<file path="src/rtl/led_bar_sequencer.sv">
// led_bar_sequencer
//  Drives the 8-LED bar through a 16-step pattern. The step rate comes from a
//  synchronous prescaler; there is no clock gating. Buttons arrive already
//  debounced as one-cycle pulses.
// Ports
//  CLK    system clock (posedge)
//  RST_N  asynchronous active-low reset
//  START  pulse: start from IDLE, resume from HOLD
//  STOP   pulse: pause from RUN, clear from HOLD (wins over START)
//  MODE   pattern select, captured on START in IDLE
//  LOOP   1 = wrap after step 15, 0 = finish after step 15
//  O      LED bar (registered), O[7] is the top LED
//  STEP   current step index (registered)
//  BUSY   high in RUN or HOLD (registered)
//  DONE   one-cycle pulse when a non-looping sequence completes
module led_bar_sequencer #(
  parameter int unsigned TICK_DIV = 12_500_000,
  parameter int unsigned DIV_W    = 24
) (
  input  logic                CLK,
  input  logic                RST_N,
  input  logic                START,
  input  logic                STOP,
  input  logic [1:0]          MODE,
  input  logic                LOOP,
  output logic [7:0]          O,
  output logic [3:0]          STEP,
  output logic                BUSY,
  output logic                DONE
);

  localparam int unsigned LED_W  = 8;
  localparam int unsigned STEP_W = 4;
  localparam int unsigned MODE_W = 2;
  localparam logic [STEP_W-1:0] LAST_STEP = STEP_W'(15);
  localparam logic [DIV_W-1:0]  TICK_MAX  = DIV_W'(TICK_DIV - 1);

  typedef enum logic [1:0] {
    ST_IDLE,
    ST_RUN,
    ST_HOLD
  } state_t;

  state_t              state;
  logic [DIV_W-1:0]    presc;
  logic [MODE_W-1:0]   mode_q;
  logic                tick;
  logic [STEP_W-1:0]   step_nxt;

  // Pattern lookup: LED image for mode m at step s.
  function automatic logic [LED_W-1:0] pat(input logic [MODE_W-1:0] m,
                                           input logic [STEP_W-1:0] s);
    logic [STEP_W-1:0] len;
    logic [LED_W-1:0]  r;
    // Bar length rises 1..8 over steps 0..7, then falls 8..1 over steps 8..15.
    len = s[3] ? STEP_W'(5'd16 - {1'b0, s}) : STEP_W'(s + STEP_W'(1));
    case (m)
      2'd0:    r = ~(8'hFF >> len);
      2'd1:    r = s[3] ? (8'h01 << s[2:0]) : (8'h80 >> s[2:0]);
      2'd2:    r = s[0] ? 8'h55 : 8'hAA;
      default: r = {4'h0, s};
    endcase
    return r;
  endfunction

  assign tick     = (presc == TICK_MAX);
  assign step_nxt = STEP + STEP_W'(1);

  // Run-control FSM with registered LED/step/status outputs.
  always_ff @(posedge CLK or negedge RST_N) begin
    if (!RST_N) begin
      state  <= ST_IDLE;
      presc  <= '0;
      mode_q <= '0;
      O      <= '0;
      STEP   <= '0;
      BUSY   <= 1'b0;
      DONE   <= 1'b0;
    end else begin
      DONE <= 1'b0;
      case (state)
        ST_IDLE: begin
          if (START && !STOP) begin
            state  <= ST_RUN;
            BUSY   <= 1'b1;
            presc  <= '0;
            STEP   <= '0;
            mode_q <= MODE;
            O      <= pat(MODE, '0);
          end
        end
        ST_RUN: begin
          if (tick) begin
            presc <= '0;
            if (STEP == LAST_STEP && !LOOP) begin
              state <= ST_IDLE;
              BUSY  <= 1'b0;
              O     <= '0;
              STEP  <= '0;
              DONE  <= 1'b1;
            end else begin
              // Wraps 15->0 naturally when looping; a STOP on this edge
              // lets the step land before pausing.
              STEP <= step_nxt;
              O    <= pat(mode_q, step_nxt);
              if (STOP) state <= ST_HOLD;
            end
          end else if (STOP) begin
            state <= ST_HOLD;
          end else begin
            presc <= presc + DIV_W'(1);
          end
        end
        ST_HOLD: begin
          if (STOP) begin
            state <= ST_IDLE;
            BUSY  <= 1'b0;
            presc <= '0;
            O     <= '0;
            STEP  <= '0;
          end else if (START) begin
            state <= ST_RUN;
          end
        end
        default: begin
          state <= ST_IDLE;
          BUSY  <= 1'b0;
        end
      endcase
    end
  end

endmodule

</file>
<file path="config.mk">
export PLATFORM = sky130hd
export DESIGN_NAME = led_bar_sequencer
export DESIGN_NICKNAME = d
export VERILOG_FILES = /design/src/rtl/led_bar_sequencer.sv
export SDC_FILE = /design/constraint.sdc
export NUM_CORES = 1
export LEC_CHECK = 0
export BUFFER_PORTS_ARGS = -buffer_cell sky130_fd_sc_hd__buf_2
export CORE_UTILIZATION = 57
export CTS_BUF_LIST = sky130_fd_sc_hd__clkbuf_4 sky130_fd_sc_hd__clkbuf_8
export CTS_CLUSTER_DIAMETER = 120
export DETAILED_ROUTE_END_ITERATION = 8
export PLACE_DENSITY = 0.79
export SKIP_LAST_GASP = 1
export SYNTH_ARGS = -nofsm -noshare
export SYNTH_HDL_FRONTEND = slang
export SYNTH_SLANG_ARGS = --single-unit
export TNS_END_PERCENT = 5
</file>
<file path="constraint.sdc">
create_clock -name CLK -period 2.7 [get_ports CLK]
set_input_delay 0.135 -clock CLK [delete_from_list [all_inputs] [get_ports CLK]]
set_output_delay 0.135 -clock CLK [all_outputs]
set_load 0.03 [all_outputs]
</file>
==> impl_metrics.py <==
metrics = {
    "die": {
        "dieWidth_um": 73.3,
        "rows": 25,
        "start_util": 0.602,
        "ios": 21,
        "fp.dieArea_sq_um": 5370,
        "die_h_um": 73.3,
        "core_sq_um": 4820,
    },
    "synthesis": {
        "synth_commonest_cells": "dfrtp_1 (42), nor2_1 (38), nand2_1 (27)",
        "netlist_top_cells_area": "dfrtp_1 (36%), xnor2_1 (6.6%), ha_1 (6.0%), nor2_1 (4.9%), nand2_1 (3.5%)",
        "synth_top_area_cell": "dfrtp_1",
        "synth_edf_count": 0,
        "yosysMostFrequentCell": "dfrtp_1",
        "synth_ff_type": "dfrtp_1",
        "ys_ff_latch": 42,
        "yosysWarnings": 0,
        "async_flop_share": 1.00,
        "syn-cell-area_sq_um": 2900,
        "yosysSeqAreaShare": 0.363,
        "synth_cell_types": 61,
        "netlist.area_leader.share": 0.363,
        "synth_nets": 352,
        "syn_avg_cell_area_sq_um": 8.75,
        "postSynthCellCount": 331,
    },
    "cells_and_area": {
        "nFillCells": 394,
        "antennaDiodeCount": 0,
        "seqCellArea_sq_um": 1050,
        "post-route-util": 0.674,
        "multi_input_area_sq_um": 1740,
        "final_nets": 379,
        "area_growth_pct": 12.0,
        "drive_above_1_share": 0.184,
    },
    "hold_path": {
        "hold_path_class": "input pin to asynchronous set/reset pin",
    },
    "power": {
        "peakVddDrop_mv": 0.710,
        "power_density_nw_per_um2": 861,
        "power_leakage_nw": 1.37,
        "p_total_mw": 2.79,
    },
    "sta": {
        "clock.fmax_ghz": 0.382,
        "relSlewSlack": 0.374,
        "rsz0062_at_grt": "yes",
        "skew_ps": 4.25,
        "fin_worst_hold_slack_ps": -25.0,
        "finalCritPeriodShare": 0.971,
        "fin_crit_ps": 2620,
        "setup_viol": 0,
        "tightest_slew_ps": 940,
        "hold_viol_final": 42,
        "slew_violations": 0,
    },
    "placed_design": {
        "portBuffers": 20,
        "gp_congestion": 0.989,
        "dpl.hpwl_mm": 5.14,
    },
    "worst_setup_path": {
        "worstPathRequired_ps": 2890,
        "critical_path_class": "register to register",
        "cp-start-kind": "register",
        "end_kind": "register",
        "cp_max_fo": 8,
        "cp.arrival_ps": 2810,
    },
    "clock_network": {
        "clock-sinks": 42,
        "cts_buffer_depth": 2,
        "ctsHoldBuffers": 0,
        "h-tree-depth": 2,
        "clock-root-buffer": "clkbuf_8",
        "ctsResizeCount": 0,
        "clk_latency_ps": 300,
        "cts_buffers": 5,
        "post-cts-setup-buffer-count": 0,
        "clkTransAtPathRegs_ps": 80,
        "cts_tree": "done",
    },
    "routing": {
        "drt-initial-drc-count": 168,
        "avgViaCountPerCell": 6.14,
        "wire_per_inst_um": 16.3,
        "wl_mm": 6.94,
        "dr_wl_met3_um": 511,
        "drtAntennaViolNets": 0,
        "drcViolationCount": 0,
        "top_layer_used": "met4",
        "drt_pass1_iterations": 5,
        "vias": 2617,
        "route.met2.wl_mm": 3.12,
        "wl_met1_mm": 3.16,
    },
    "global_route": {
        "grt-ovfl-total": 0,
        "antenna_found_initial": 0,
        "grt_max_degree": 43,
        "grt_use_total": 0.280,
        "grt_pass1_wl_mm": 11.5,
        "grt_pass1_vias": 2456,
    },
    "outcome": {
        "status": "complete, but fails checks",
        "violations": "negative hold slack",
    },
    "run": {
        "drv_cap": 0,
    },
}
==> stage by stage <==
step	setup slack, ps	setup TNS (ps)	instances	cell area [sq um]
5_1_grt	-67.7	-238	426	3240
3_5_place_dp	85.8	0	418	3130
6_report	79.0	0	426	3240
2_1_floorplan	21.9	0	331	2900
3_3_place_gp	175	0	418	3130
4_1_cts	20.8	0	426	3220
==> power breakdown <==
group          internal [mW]  switching (mW)
registers              0.742           0.137
clock network          0.217           0.220
logic                  0.514           0.966
==> cells in the final DEF (no fill, tap or decap), types with 4 or more instances in the layout <==
master and instances:
a21oi_1 16, a31oi_1 4, buf_2 20, buf_4 17
clkbuf_8 6, dfrtp_1 42, ha_1 14, inv_1 11
nand2_1 27, nand3_1 19, nand4_1 8, nor2_1 38
nor3_1 9, nor3_2 4, nor4_1 8, o21ai_0 19
or3_1 4, xnor2_1 22
==> cells by family (layout without fill, tap and decap cells) <==
logic type / after synthesis / after routing / share of synthesized area
AOI/OAI and AO/OA: 70 / 70 / 0.154
xor gates and xnor gates: 24 / 24 / 0.0725
adders and majority gates: 14 / 14 / 0.0604
buffers and inverters: 30 / 58 / 0.0458
DFF: 42 / 42 / 0.363
muxes: 6 / 6 / 0.0216
and+or+nand+nor: 145 / 145 / 0.283
==> worst max-delay path, stage by stage (launching register included) <==
cell and delay [ps]:
dfrtp_1 410, ha_1 210, nand4_2 180, or4_4 580, o211a_1 290, buf_4 200
or2_0 310, o41ai_2 330
==> per-layer routing <==
metal,GRT usage,vias up
met5,0,-
met4,0.0983,0
met3,0.0617,17
met2,0.433,112
met1,0.385,1233
li1,-,1255
==> flip-flops by register name (all words and copies together) (netlist names) <==
| name | cells |
|---|---|
| BUSY | 1 |
| mode_q | 2 |
| O | 8 |
| STEP | 4 |
| state | 2 |
| DONE | 1 |
| presc | 24 |
==> area by class of cell <==
cell class / count / share of cell area
repair buffers: 37 / 0.0702
multi-input cells: 259 / 0.536
well taps: 67 / 0.0258
flip-flops and latches: 42 / 0.324
inverters: 13 / 0.0150
clock buffers: 7 / 0.0278
clock inverters: 1 / 0.00154
==> path summary, 6_finish.rpt <==
path                       startpoint   endpoint  slack [ps]  depth (start not counted)
min in group CLK                 STOP   state[0]          70                          2
max in group asynchronous       RST_N  presc[15]        2140                          1
hold / removal                  RST_N       DONE         -30                          1
setup / recovery             presc[0]  presc[14]          80                          7
hold reg to reg                  O[0]       O[0]         510                          1
setup reg to reg             presc[0]  presc[14]          80                          7
(Power assumes the default switching activity.)
